### src/rtl/controle_navegacao.sv
// controle_navegacao: wall-following navigation controller with debounced sensors.
//
// Each raw sensor (head, left, under, barreira) is filtered by its own debounce
// counter. The FSM only sees the filtered bits. Motion outputs are registered
// Moore decodes of the next state, so they change on the same edge as estado.
//
// Ports:
//   clockc2     in   clock, rising edge
//   reset       in   asynchronous, active-high
//   enable      in   run request
//   head        in   front obstacle
//   left        in   left wall present
//   under       in   floor loss
//   barreira    in   debris ahead
//   avancar     out  drive forward
//   girar       out  rotate
//   remover     out  debris tool on
//   falha       out  sticky fault flag
//   estado      out  current state code
//   n_removidos out  completed removals, saturating
module controle_navegacao #(
  parameter int unsigned DEB_N    = 3,
  parameter int unsigned GIRA_MAX = 16,
  parameter int unsigned REMOVE_N = 8,
  parameter int unsigned CNT_W    = 8
) (
  input  logic             clockc2,
  input  logic             reset,
  input  logic             enable,
  input  logic             head,
  input  logic             left,
  input  logic             under,
  input  logic             barreira,
  output logic             avancar,
  output logic             girar,
  output logic             remover,
  output logic             falha,
  output logic [2:0]       estado,
  output logic [CNT_W-1:0] n_removidos
);

  // Counter widths are clamped to at least one bit so degenerate parameters
  // (e.g. DEB_N = 1) still elaborate.
  localparam int unsigned DebW  = (DEB_N > 1) ? $clog2(DEB_N) : 1;
  localparam int unsigned GiraW = (GIRA_MAX > 1) ? $clog2(GIRA_MAX) : 1;
  localparam int unsigned RemW  = (REMOVE_N > 1) ? $clog2(REMOVE_N) : 1;

  localparam logic [DebW-1:0]  DebLast  = DebW'(DEB_N - 1);
  localparam logic [GiraW-1:0] GiraLast = GiraW'(GIRA_MAX - 1);
  localparam logic [RemW-1:0]  RemLast  = RemW'(REMOVE_N - 1);

  typedef enum logic [2:0] {
    StStandby      = 3'b000,
    StProcurando   = 3'b001,
    StAcompanhando = 3'b010,
    StGirando      = 3'b011,
    StRemovendo    = 3'b100,
    StFalha        = 3'b111
  } state_e;

  // ---------------------------------------------------------------------------
  // Sensor debounce
  // ---------------------------------------------------------------------------
  // Bit order: 0 head, 1 left, 2 under, 3 barreira.
  logic [3:0]            raw;
  logic [3:0]            filt_q, filt_d;
  logic [3:0][DebW-1:0]  deb_cnt_q, deb_cnt_d;

  assign raw = {barreira, under, left, head};

  always_comb begin
    filt_d    = filt_q;
    deb_cnt_d = '0;
    for (int i = 0; i < 4; i++) begin
      if (raw[i] != filt_q[i]) begin
        // The DEB_N-th consecutive disagreeing edge flips the filtered bit;
        // the counter then returns to zero since raw and filtered now agree.
        if (deb_cnt_q[i] == DebLast) begin
          filt_d[i] = raw[i];
        end else begin
          deb_cnt_d[i] = deb_cnt_q[i] + DebW'(1);
        end
      end
    end
  end

  always_ff @(posedge clockc2 or posedge reset) begin
    if (reset) begin
      filt_q    <= '0;
      deb_cnt_q <= '0;
    end else begin
      filt_q    <= filt_d;
      deb_cnt_q <= deb_cnt_d;
    end
  end

  logic h, l, u, b;
  assign h = filt_q[0];
  assign l = filt_q[1];
  assign u = filt_q[2];
  assign b = filt_q[3];

  // ---------------------------------------------------------------------------
  // Navigation FSM
  // ---------------------------------------------------------------------------
  state_e            state_q, state_d;
  logic [GiraW-1:0]  turn_q, turn_d;
  logic [RemW-1:0]   rem_q, rem_d;
  logic [CNT_W-1:0]  n_q, n_d;
  logic              rem_restart;
  logic              rem_done;

  always_comb begin
    state_d     = state_q;
    rem_restart = 1'b0;
    rem_done    = 1'b0;

    if (state_q == StFalha) begin
      state_d = StFalha;
    end else if (!enable || u) begin
      state_d = StStandby;
    end else if (b && (state_q != StRemovendo)) begin
      state_d = StRemovendo;
    end else begin
      case (state_q)
        StStandby: begin
          state_d = StProcurando;
        end
        StProcurando, StAcompanhando: begin
          if (h) begin
            state_d = StGirando;
          end else if (l) begin
            state_d = StAcompanhando;
          end else begin
            state_d = StProcurando;
          end
        end
        StGirando: begin
          if (!h) begin
            state_d = StAcompanhando;
          end else if (turn_q == GiraLast) begin
            state_d = StFalha;
          end
        end
        StRemovendo: begin
          if (rem_q == RemLast) begin
            // Debris still present at the end of a burst: run another burst
            // without crediting a removal.
            if (b) begin
              rem_restart = 1'b1;
            end else begin
              state_d  = StAcompanhando;
              rem_done = 1'b1;
            end
          end
        end
        default: begin
          state_d = StStandby;
        end
      endcase
    end
  end

  // Both counters measure time spent in their own state; any exit (including
  // an abort to STANDBY) leaves them at zero for the next entry.
  always_comb begin
    turn_d = '0;
    if ((state_q == StGirando) && (state_d == StGirando)) begin
      turn_d = turn_q + GiraW'(1);
    end
  end

  always_comb begin
    rem_d = '0;
    if ((state_q == StRemovendo) && (state_d == StRemovendo) && !rem_restart) begin
      rem_d = rem_q + RemW'(1);
    end
  end

  always_comb begin
    n_d = n_q;
    if (rem_done && (n_q != {CNT_W{1'b1}})) begin
      n_d = n_q + CNT_W'(1);
    end
  end

  // Registered Moore outputs decoded from the next state.
  logic avancar_q, avancar_d;
  logic girar_q, girar_d;
  logic remover_q, remover_d;
  logic falha_q, falha_d;

  always_comb begin
    avancar_d = (state_d == StProcurando) || (state_d == StAcompanhando);
    girar_d   = (state_d == StGirando);
    remover_d = (state_d == StRemovendo);
    falha_d   = (state_d == StFalha);
  end

  always_ff @(posedge clockc2 or posedge reset) begin
    if (reset) begin
      state_q   <= StStandby;
      turn_q    <= '0;
      rem_q     <= '0;
      n_q       <= '0;
      avancar_q <= 1'b0;
      girar_q   <= 1'b0;
      remover_q <= 1'b0;
      falha_q   <= 1'b0;
    end else begin
      state_q   <= state_d;
      turn_q    <= turn_d;
      rem_q     <= rem_d;
      n_q       <= n_d;
      avancar_q <= avancar_d;
      girar_q   <= girar_d;
      remover_q <= remover_d;
      falha_q   <= falha_d;
    end
  end

  assign estado      = state_q;
  assign avancar     = avancar_q;
  assign girar       = girar_q;
  assign remover     = remover_q;
  assign falha       = falha_q;
  assign n_removidos = n_q;

endmodule

### config.mk
export PLATFORM = sky130hd
export DESIGN_NAME = controle_navegacao
export DESIGN_NICKNAME = d
export VERILOG_FILES = /design/src/rtl/controle_navegacao.sv
export SDC_FILE = /design/constraint.sdc
export NUM_CORES = 1
export LEC_CHECK = 0
export ABC_AREA = 1
export BUFFER_PORTS_ARGS = -buffer_cell sky130_fd_sc_hd__buf_2
export CAP_MARGIN = 20
export CORE_MARGIN = 4
export CORE_UTILIZATION = 48
export CTS_CLUSTER_SIZE = 30
export DETAILED_ROUTE_END_ITERATION = 8
export GPL_TIMING_DRIVEN = 0
export PLACE_DENSITY = 0.68
export SKIP_CTS_REPAIR_TIMING = 1
export SLEW_MARGIN = 20
export SYNTH_ARGS = -nofsm -noshare
export SYNTH_HDL_FRONTEND = slang
export SYNTH_SLANG_ARGS = --single-unit
### constraint.sdc
create_clock -name clockc2 -period 1.9 [get_ports clockc2]
set_input_delay 0.285 -clock clockc2 [delete_from_list [all_inputs] [get_ports clockc2]]
set_output_delay 0.285 -clock clockc2 [all_outputs]
set_load 0.005 [all_outputs]
# Word level (Yosys, flattened, before mapping)
# Cells that the tools add are included.
[word_totals]
ramBits = 0
register_bits = 34
mem_count = 0
inputBits = 7
output_inout_bits = 15
latchBits = 0
romBits = 0
[op_classes]
addsub = 7
n_reduce_logical = 15
eq_ne = 22
mux = 32
shifts = 0
n_mul = 0
n_bitwise = 0
div_mod_pow = 0
magnitude_cmp = 0
[ops]
columns = ["cell", "count"]
rows = [
  ["two-way mux 3 bit", 8],
  ["two-way mux 2 bit", 10],
  ["equality test 3 bit, second input constant", 5],
  ["equality test 3 x 2 -> 1 bit, second input constant", 4],
  ["two-way mux 1 bit", 12],
  ["one-hot mux 3 bit (4 select lines)", 1],
  ["adder 2 x 1 -> 2 bit, second input constant", 4],
  ["adder 8 x 1 -> 8 bit, second input constant", 1],
  ["equality test 2 bit, second input constant", 4],
  ["inequality test 8 bit, second input constant", 1],
  ["AND reduction 2 bit", 4],
  ["equality test 3 x 1 -> 1 bit, second input constant", 2],
  ["logical AND 1 bit", 5],
  ["adder 4 x 1 -> 4 bit, second input constant", 1],
  ["equality test 4 bit, second input constant", 1],
  ["two-way mux 4 bit", 1],
  ["inequality test 1 bit", 4],
  ["adder 3 x 1 -> 3 bit, second input constant", 1],
  ["logical NOT 3 bit", 1],
  ["inequality test 3 bit, second input constant", 1],
  ["logical NOT 1 bit", 2],
  ["logical OR 1 bit", 2],
  ["OR reduction 2 bit", 1],
]

# Logic depth before layout (Yosys ltp)
# Gate-level depths: netlist (run 1).
[depth]
word_depth = 11
ltp_mapped = 10

# Worst setup path before layout (run 1)
# Ideal clock, no wire load.
[synth_path]
kind = "register to register"
start = "reg rem_q[0]"
end = "reg turn_q[2]"
setup_time_ns = 0.121
t_required_ns = 1.779
period_less_slack_ns = 1.438
arrival_ns = 1.317
stages_incl_launch_ff = 11
slack_ns = 0.462
path_cell_list = "dfrtp_1 -> ha_1 -> ha_1 -> inv_1 -> nor2_1 -> nand3_1 -> nand3_1 -> nand2_2 -> nand2_4 -> nand4_4 -> nor2_2"
[synth_via]
elab_chain_len = 9
[synth_rtl]
columns = ["element", "line_no", "rtl"]
rows = [
  ["start: declaration", "108", "logic [RemW-1:0] rem_q, rem_d;"],
  ["start signal: assignment", "213", "rem_q <= rem_d;"],
  ["equality test 3 bit", "146", "if (rem_q == RemLast) begin"],
  ["two-way mux 3 bit", "146", ""],
  ["one-hot mux 3 bit (4 select lines)", "125", "case (state_q)"],
  ["two-way mux 3 bit", "122", "end else if (b && (state_q != StRemovendo)) begin"],
  ["two-way mux 3 bit", "120", "end else if (!enable || u) begin"],
  ["two-way mux 3 bit", "118", "if (state_q == StFalha) begin"],
  ["named net state_d[1]", "106", "state_e state_q, state_d;"],
  ["equality test 3 x 2 -> 1 bit", "168", "if ((state_q == StGirando) && (state_d == StGirando)) begin"],
  ["logical AND 1 bit", "168", ""],
  ["two-way mux 4 bit", "168", ""],
  ["named net turn_d[2]", "107", "logic [GiraW-1:0] turn_q, turn_d;"],
  ["end signal: assignment", "212", "turn_q <= turn_d;"],
  ["end: declaration", "107", ""],
]
# The timed path passes the listed nets, and every way through them passes these cells.
# A chain may end at the register's enable or synchronous reset.

# Worst setup path in the final report (run 1)
[layout_path]
start = "reg rem_q[0]"
end = "reg turn_q[3]"
# The elaborated chain is that of the path after synthesis.

==> results of run 1 <==
-- worst paths after layout --
path	start	endpoint	slack [ns]	cells past startpoint
max in group asynchronous	reset	filt_q[1]	1.41	2
worst max register to register	rem_q[0]	turn_q[3]	0.33	10
worst min-delay path	reset	turn_q[2]	0.05	2
worst max-delay path	rem_q[0]	turn_q[3]	0.33	10
min in group clockc2	barreira	filt_q[3]	0.21	3
worst min register to register	rem_q[0]	rem_q[0]	0.43	1
-- logic make-up (layout without fill, tap and decap cells) --
| family | after synthesis | after routing | synth area share |
|---|---|---|---|
| fa+ha+maj | 4 | 4 | 0.0306 |
| buf+inv | 32 | 60 | 0.0780 |
| compound gates | 9 | 9 | 0.0283 |
| flops | 34 | 34 | 0.520 |
| simple gates | 86 | 86 | 0.268 |
| xor+xnor | 14 | 14 | 0.0750 |
-- sequential cells by signal, indices dropped and copies added, names as in the netlist --
name / flops
filt_q: 4
falha: 1
turn_q: 4
avancar: 1
remover: 1
deb_cnt_q: 8
n_removidos: 8
girar: 1
estado: 3
rem_q: 3
-- placed cells by master (no fill, tap or decap) --
cell type,n
nand2_1,35
dfrtp_1,34
inv_1,25
buf_2,21
nor2_1,13
xnor2_1,10
nor3_1,9
nand3_1,7
nand2_2,7
nor2_2,7
o21ai_0,7
inv_2,6
clkbuf_4,5
xor2_1,4
ha_1,4
nand4_1,2
nand2_4,2
clkbuf_1,2
buf_6,1
nor3_2,1
a21oi_1,1
nor2_4,1
nand4_4,1
a31oi_1,1
nand4_2,1
-- layout make-up --
type,count,area (um2)
repair buffers,21,105
well taps,44,55.1
plain buffers,1,11.3
multi-input cells,113,657
clock buffers,7,45.0
flip-flops and latches,34,851
fillers,310,1310
inverters,31,116
-- layer usage --
layer	wire length, um	global-route usage	vias up	share of wire
li1	-	-	602	-
met1	1190	0.163	576	0.43
met2	1370	0.265	21	0.49
met3	157	0.0680	6	0.056
met4	61	0.0685	0	0.022
met5	0	0	-	0
-- stage by stage --
stage / setup WS [ns] / area, um2
floorplan: 0.462 / 1640
global placement: 0.364 / 1800
detailed placement: 0.323 / 1800
CTS: 0.310 / 1840
global route: 0.204 / 1840
finish: 0.332 / 1840
-- Yosys cell counts --
library cell	number
a21oi_1	1
nand4_2	1
inv_1	26
xor2_1	4
inv_2	5
nor3_1	9
nor2_4	1
nand2_2	7
nor3_2	1
nor2_2	7
dfrtp_1	34
buf_6	1
ha_1	4
nand3_1	7
nand2_4	2
xnor2_1	10
nand4_1	2
nor2_1	13
o21ai_0	7
nand4_4	1
nand2_1	35
a31oi_1	1
-- worst max-delay path: cells and delay by family, from the launching register on --
kind | cells | cell delay [ns]
flip-flops | 1 | 0.39
buffers and inverters | 1 | 0.07
AND/OR/NAND/NOR | 7 | 0.64
adder cells (fa/ha/maj) | 2 | 0.38
-- where the power goes --
part | internal [mW] | switching (mW)
sequential | 0.839 | 0.0938
clock | 0.139 | 0.212
combinational | 0.121 | 0.176
total | 1.10 | 0.482
==> results.sh, run 1 <==
export IMPL_drt_iter0_markers=33
export IMPL_power_density_nw_per_um2=859
export IMPL_crit_slowest_cell="dfrtp_1"
export IMPL_ys_ff_latch=34
export IMPL_yosysTopAreaCell="dfrtp_1"
export IMPL_start_kind="flop"
export IMPL_synthTopCellsByArea="dfrtp_1, nand2_1, inv_1"
export IMPL_netlist_area_um2=1640
export IMPL_layout_drive_gt1_share=0.256
export IMPL_slew_headroom=0.544
export IMPL_root_buffer="clkbuf_4"
export IMPL_placed_cells=244
export IMPL_critPathCaptureType="flop"
export IMPL_clk_pin_slew_ns=0.09
export IMPL_ant_nets=0
export IMPL_min_period_over_period=0.825
export IMPL_max_stage_delay_ns=0.39
export IMPL_crit_path_max_fanout=5
export IMPL_ios=22
export IMPL_num_vias=1205
export IMPL_n_antenna_cell=0
export IMPL_place_detailed_hpwl_um=2140
export IMPL_syn_instance_count=179
export IMPL_leakage_nw=0.938
export IMPL_area_growth_synth_to_final_pct=12.5
export IMPL_clkLatencyLatePin_ns=0.33
export IMPL_slew_viol_final=0
export IMPL_setup_violations=0
export IMPL_grt_pass1_vias=1216
export IMPL_antenna_found_initial=0
export IMPL_clockBufferDepth=2
export IMPL_cts_buffers=5
export IMPL_setup_worst_path_class="flop to flop"
export IMPL_place_gp_congestion=0.763
export IMPL_period_minus_slack_ns=1.57
export IMPL_grt_overflow_total=0
export IMPL_grt_max_degree=35
export IMPL_ir_drop_v=0.000547
export IMPL_hold_viol_final=0
export IMPL_die_h_um=66.4
export IMPL_synth_top_area_frac=0.520
export IMPL_path_cells="ha_1 -> ha_1 -> inv_1 -> nor2_1 -> nand3_1 -> nand3_1 -> nand2_2 -> nand2_4 -> nand4_4 -> nor2_2"
export IMPL_finalNonFillerCells=251
export IMPL_critPathArrivalTime_ns=1.79
export IMPL_grt_first_pass_wirelength_um=5030
export IMPL_fin_nets=218
export IMPL_finalPower_mw=1.58
export IMPL_clock_sinks=34
export IMPL_htreeDepth=2
export IMPL_synth_nets=190
export IMPL_status="finished, final reports clean"
export IMPL_grt_setup_unrepaired="no"
export IMPL_worst_slew_pin_slew_ns=0.683
export IMPL_synth_area_per_cell_um2=9.14
export IMPL_ys_warn_count=0
export IMPL_utilization=0.584
export IMPL_start_util=0.519
export IMPL_max_freq_ghz=0.638
export IMPL_clock_skew_ns=0.00521
export IMPL_crit_required_ns=2.12
export IMPL_track_usage=0.155
export IMPL_dr_pass1_iters=4
export IMPL_tns_ns=0
export IMPL_fp_dieW_um=66.4
export IMPL_rows=20
export IMPL_portBuffers=21
export IMPL_drv_cap=0
export IMPL_wirelength_um=2780
export IMPL_die_area_um2=4400
export IMPL_drc_errors=0
export IMPL_avgViaCountPerCell=4.80
export IMPL_yosysUniqueCellTypes=22
export IMPL_seq_area_frac_synth=0.520
export IMPL_hold_path_class="input port to asynchronous set/reset pin"
export IMPL_fin_hold_ws_ns=0.0494
export IMPL_wl_per_cell_um=11.1
export IMPL_cts_tree="yes"
export IMPL_coreArea_um2=3150
Note: power is estimated with default switching activity, not from simulation.
==> run 2, diff against run 1 <==
clock period = 1.5 ns   (was 1.9 ns; I/O delays follow)
==> results.sh, run 2 (same netlist as run 1, synthesis figures left out) <==
export IMPL_status="complete, but fails checks"
export IMPL_violations="hold timing, setup timing"
export IMPL_setup_worst_path_class="flop to flop"
export IMPL_antenna_found_initial=0
export IMPL_grt_pass1_vias=1216
export IMPL_final_cell_mix="nand2_1, dfrtp_1, inv_1"
export IMPL_max_stage_delay_ns=0.36
export IMPL_start_kind="flop"
export IMPL_leakage_nw=0.996
export IMPL_power_density_nw_per_um2=1020
export IMPL_r2r_start="rem_q[0]"
export IMPL_fin_nets=224
export IMPL_grt_setup_unrepaired="yes"
export IMPL_crit_path_end="n_removidos[3]"
export IMPL_path_cells="ha_2 -> ha_4 -> inv_2 -> nor2_2 -> nand3_2 -> nor2_4 -> nand2_4 -> inv_4 -> nand2_4 -> xnor2_2"
export IMPL_rrSetupSlack_ns=-0.06
export IMPL_num_vias=1234
export IMPL_clock_skew_ns=0.00544
export IMPL_die_area_um2=4400
export IMPL_hold_viol_final=25
export IMPL_hold_path_class="input port to asynchronous set/reset pin"
export IMPL_area_growth_synth_to_final_pct=20.0
export IMPL_drt_iter0_markers=38
export IMPL_layout_setup_ws_ns=-0.0622
export IMPL_avgViaCountPerCell=4.80
export IMPL_rows=20
export IMPL_placed_cells=244
export IMPL_rr_endpoint="n_removidos[3]"
export IMPL_finalNonFillerCells=257
export IMPL_dr_pass1_iters=4
export IMPL_drc_errors=0
export IMPL_crit_start="rem_q[0]"
export IMPL_cts_tree="yes"
export IMPL_n_antenna_cell=0
export IMPL_period_minus_slack_ns=1.56
export IMPL_setup_violations=11
export IMPL_die_h_um=66.4
export IMPL_design_area_um2=1960
export IMPL_place_area_um2=1800
export IMPL_min_period_over_period=1.04
export IMPL_slew_headroom=0.543
export IMPL_ios=22
export IMPL_start_util=0.519
export IMPL_layout_drive_gt1_share=0.333
export IMPL_crit_buf_inv=2
export IMPL_critPathArrivalTime_ns=1.78
export IMPL_wl_per_cell_um=11.5
export IMPL_crit_slowest_cell="dfrtp_1"
export IMPL_critPathMostFrequentCell="nand2_4"
export IMPL_crit_required_ns=1.72
export IMPL_ant_nets=0
export IMPL_htreeDepth=2
export IMPL_crit_path_max_fanout=8
export IMPL_track_usage=0.155
export IMPL_clock_sinks=34
export IMPL_ir_drop_v=0.000696
export IMPL_coreArea_um2=3150
export IMPL_grt_max_degree=35
export IMPL_crit_family="simple AND/OR/NAND/NOR gates"
export IMPL_grt_overflow_total=0
export IMPL_critPathCaptureType="flop"
export IMPL_worst_slew_pin_slew_ns=0.685
export IMPL_wirelength_um=2960
export IMPL_clk_pin_slew_ns=0.09
export IMPL_clockBufferDepth=2
export IMPL_place_detailed_hpwl_um=2140
export IMPL_slew_viol_final=0
export IMPL_portBuffers=21
export IMPL_drv_cap=0
export IMPL_max_freq_ghz=0.640
export IMPL_reg2regPathDepth=10
export IMPL_cts_buffers=5
export IMPL_root_buffer="clkbuf_4"
export IMPL_grt_first_pass_wirelength_um=5030
export IMPL_place_gp_congestion=0.763
export IMPL_fp_dieW_um=66.4
export IMPL_path_depth=10
export IMPL_fin_hold_ws_ns=-0.0110
export IMPL_clkLatencyLatePin_ns=0.33
-- run 2: cell types whose count changed in the layout (fill, tap and decap cells not counted), moves of 2 or more --
cell | before | now
nor2_2 | 7 | 9
nand2_4 | 2 | 5
buf_4 | 0 | 6
nand2_2 | 7 | 5
nand3_2 | 0 | 3
nand3_1 | 7 | 4
nor2_1 | 13 | 10
ha_1 | 4 | 2
-- run 2: through the flow --
| step | util | setup TNS (ns) | power (mW) | setup WS, ns | hold slack, ns |
|---|---|---|---|---|---|
| 6_report | 0.623 | -0.332 | 2.01 | -0.0622 | -0.0110 |
| 5_1_grt | 0.623 | -1.78 | 2.18 | -0.167 | 0.0386 |
| 4_1_cts | 0.584 | -0.863 | 2.04 | -0.0904 | 0.00495 |
| 3_5_place_dp | 0.569 | -0.593 | 1.58 | -0.0769 | 0.371 |
| 3_3_place_gp | 0.569 | -0.182 | 1.54 | -0.0362 | 0.418 |
| 2_1_floorplan | - | 0 | 1.48 | 0.0619 | 0.361 |
-- run 2: area by class of cell --
| type | count | area, um2 |
|---|---|---|
| buffer | 1 | 11.3 |
| clock buffer | 7 | 45.0 |
| fill | 296 | 1190 |
| inverter | 31 | 119 |
| multi-input combinational | 113 | 732 |
| sequential | 34 | 851 |
| tap | 44 | 55.1 |
| timing repair buffer | 27 | 150 |
-- run 2: worst min path at each step --
stage | from | end | slack [ns] | cells past startpoint
4_1_cts | reset | rem_q[1] | 0.005 | 2
2_1_floorplan | head | filt_q[0] | 0.36 | 2
5_1_grt | reset | deb_cnt_q[1] | 0.04 | 2
6_report | reset | turn_q[2] | -0.01 | 2
3_5_place_dp | reset | deb_cnt_q[1] | 0.37 | 2
3_3_place_gp | deb_cnt_q[0] | deb_cnt_q[0] | 0.42 | 1
-- run 2: routing by layer --
layer / track usage / share of wire / vias to the layer above
met2: 0.265 / 0.50 / 25
met1: 0.163 / 0.43 / 590
met3: 0.0680 / 0.056 / 6
met5: 0 / 0 / -
met4: 0.0685 / 0.021 / 0
li1: - / - / 613
-- run 2: power by group --
group | leakage [nW] | total [mW] | internal (mW) | switching [mW]
registers | 0.430 | 1.18 | 1.06 | 0.122
clock network | 0.0254 | 0.447 | 0.177 | 0.270
logic | 0.540 | 0.379 | 0.153 | 0.226
total | 0.996 | 2.01 | 1.39 | 0.618
==> run 3, diff against run 2 <==
ABC_AREA = not set   (was 1)
CTS_BUF_LIST = sky130_fd_sc_hd__clkbuf_4 sky130_fd_sc_hd__clkbuf_8   (was not set)
CTS_CLUSTER_SIZE = not set   (was 30)
PLACE_DENSITY = 0.69   (was 0.68)
==> results.sh, run 3 <==
export IMPL_status="complete, but fails checks"
export IMPL_violations="hold timing, setup timing"
export IMPL_start_kind="flop"
export IMPL_netlist_area_um2=1570
export IMPL_synth_nets=147
export IMPL_worst_slew_pin_slew_ns=0.680
export IMPL_place_gp_congestion=0.812
export IMPL_synth_compound_area_frac=0.0604
export IMPL_synth_area_per_cell_um2=11.6
export IMPL_synthMuxAreaShare=0.0429
export IMPL_clock_sinks=34
export IMPL_wl_per_cell_um=13.7
export IMPL_crit_required_ns=1.74
export IMPL_cts_tree="yes"
export IMPL_synthTopCellsByArea="dfrtp_1, mux2_2, xor2_1"
export IMPL_syn_instance_count=136
export IMPL_ys_ff_latch=34
export IMPL_clockBufferDepth=2
export IMPL_utilization=0.616
export IMPL_seq_area_frac_synth=0.541
export IMPL_power_density_nw_per_um2=1380
export IMPL_ant_nets=0
export IMPL_seq_area_um2=853
export IMPL_cts_buffers=5
export IMPL_max_freq_ghz=0.592
export IMPL_yosysMostFrequentCell="dfrtp_1"
export IMPL_finalNonFillerCells=213
export IMPL_htreeDepth=2
export IMPL_place_detailed_hpwl_um=2070
export IMPL_synthXorXnorAreaFrac=0.0612
export IMPL_ys_warn_count=0
export IMPL_min_period_over_period=1.13
export IMPL_grt_setup_unrepaired="yes"
export IMPL_area_growth_synth_to_final_pct=21.4
export IMPL_fin_hold_ws_ns=-0.0236
export IMPL_crit_path_max_fanout=9
export IMPL_layout_drive_gt1_share=0.361
export IMPL_ios=22
export IMPL_critPathCaptureType="flop"
export IMPL_tns_ns=-1.85
export IMPL_place_area_um2=1750
export IMPL_slew_headroom=0.546
export IMPL_slew_viol_final=0
export IMPL_die_area_um2=4260
export IMPL_placed_cells=201
export IMPL_critPathArrivalTime_ns=1.93
export IMPL_synthTopCellsByCount="dfrtp_1, nor3_1, nor2_1"
export IMPL_async_reset_ff_frac=1.00
export IMPL_final_cell_mix="dfrtp_1, buf_2, nor3_1"
export IMPL_synth_fa_ha_area_frac=0.0318
export IMPL_avgViaCountPerCell=5.34
export IMPL_leakage_nw=0.932
export IMPL_portBuffers=21
export IMPL_die_h_um=65.3
export IMPL_layout_setup_ws_ns=-0.188
export IMPL_rows=20
export IMPL_design_area_um2=1910
export IMPL_coreArea_um2=3100
export IMPL_hold_viol_final=34
export IMPL_yosysUniqueCellTypes=38
export IMPL_n_antenna_cell=0
export IMPL_yosysTopAreaCell="dfrtp_1"
export IMPL_ys_flop_type="dfrtp_1"
export IMPL_dr_pass1_iters=4
export IMPL_hold_path_class="input port to asynchronous set/reset pin"
export IMPL_fin_nets=179
export IMPL_ir_drop_v=0.000973
export IMPL_drv_cap=0
export IMPL_grt_pass1_vias=1064
export IMPL_grt_max_degree=35
export IMPL_antenna_found_initial=0
export IMPL_nFillCells=268
export IMPL_fp_dieW_um=65.3
export IMPL_final_common_cell="dfrtp_1"
export IMPL_multi_input_area_um2=771
export IMPL_crit_start="rem_q[0]"
export IMPL_clock_skew_ns=0.0114
export IMPL_track_usage=0.147
export IMPL_clk_pin_slew_ns=0.11
export IMPL_wirelength_um=2920
export IMPL_synth_edf_count=0
export IMPL_num_vias=1138
export IMPL_synth_top_family_by_area="simple AND/OR/NAND/NOR gates"
export IMPL_synthSimpleGateAreaFrac=0.242
export IMPL_finalPower_mw=2.64
export IMPL_setup_worst_path_class="flop to flop"
export IMPL_drc_errors=0
export IMPL_drt_iter0_markers=36
export IMPL_start_util=0.507
export IMPL_synth_top_area_frac=0.541
export IMPL_grt_first_pass_wirelength_um=4770
export IMPL_setup_violations=17
export IMPL_period_minus_slack_ns=1.69
export IMPL_r2r_start="rem_q[0]"
export IMPL_dpl_worst_slack_ns=-0.223
export IMPL_clkLatencyLatePin_ns=0.34
export IMPL_root_buffer="clkbuf_4"
export IMPL_grt_overflow_total=0
## run 3: cell count changes after synthesis, sizes merged, moves of 3 or more
cell | previous run | this run
nand2b | 0 | 3
xnor2 | 10 | 5
nor2b | 0 | 5
o21ai | 7 | 2
nand2 | 44 | 6
nor3b | 0 | 6
mux2 | 0 | 6
or3 | 0 | 3
nor2 | 21 | 8
a21oi | 1 | 4
and4 | 0 | 4
inv | 31 | 6
## run 3: final timing paths
| check | end | slack, ns | cells after the start |
|---|---|---|---|
| max | turn_q[1] | -0.19 | 7 |
| min | n_removidos[3] | -0.02 | 2 |
| max reg2reg | turn_q[1] | -0.19 | 7 |
| min reg2reg | deb_cnt_q[4] | 0.45 | 1 |
| max in group asynchronous | filt_q[3] | 1.03 | 2 |
| min in group clockc2 | filt_q[0] | 0.16 | 2 |
## run 3: critical path, cell delays in order (launching register included)
cell       delay [ns]
dfrtp_1          0.37
ha_2             0.20
ha_4             0.14
nand2b_1         0.07
o2bb2ai_2        0.14
a221oi_4         0.33
inv_2            0.14
nor3_1           0.21
## run 3: final cells by class
type	instances	area share
Sequential cell	34	0.447
Multi-Input combinational cell	94	0.403
Timing Repair Buffer	25	0.0707
Clock buffer	7	0.0308
Tap cell	44	0.0288
Inverter	6	0.0118
Buffer	2	0.00524
Clock inverter	1	0.00262
## run 3: layer usage
metal | global-route usage | vias up | routed length, um
met3 | 0.0564 | 4 | 153
met2 | 0.245 | 28 | 1440
met5 | 0 | - | 0
met4 | 0.0389 | 0 | 50
li1 | - | 555 | -
met1 | 0.177 | 551 | 1280
## run 3: cell families (layout without fill, tap and decap cells)
logic type      Yosys count  after routing
xor+xnor                 11             11
flops                    34             34
compound gates           13             13
simple gates             60             60
fa+ha+maj                 4              4
buf+inv                   8             41
mux                       6              6
## run 3: where the power goes
part	leakage, nW	internal, mW	switching [mW]
sequential	0.449	1.12	0.215
combinational	0.445	0.387	0.379
clock	0.0387	0.245	0.297
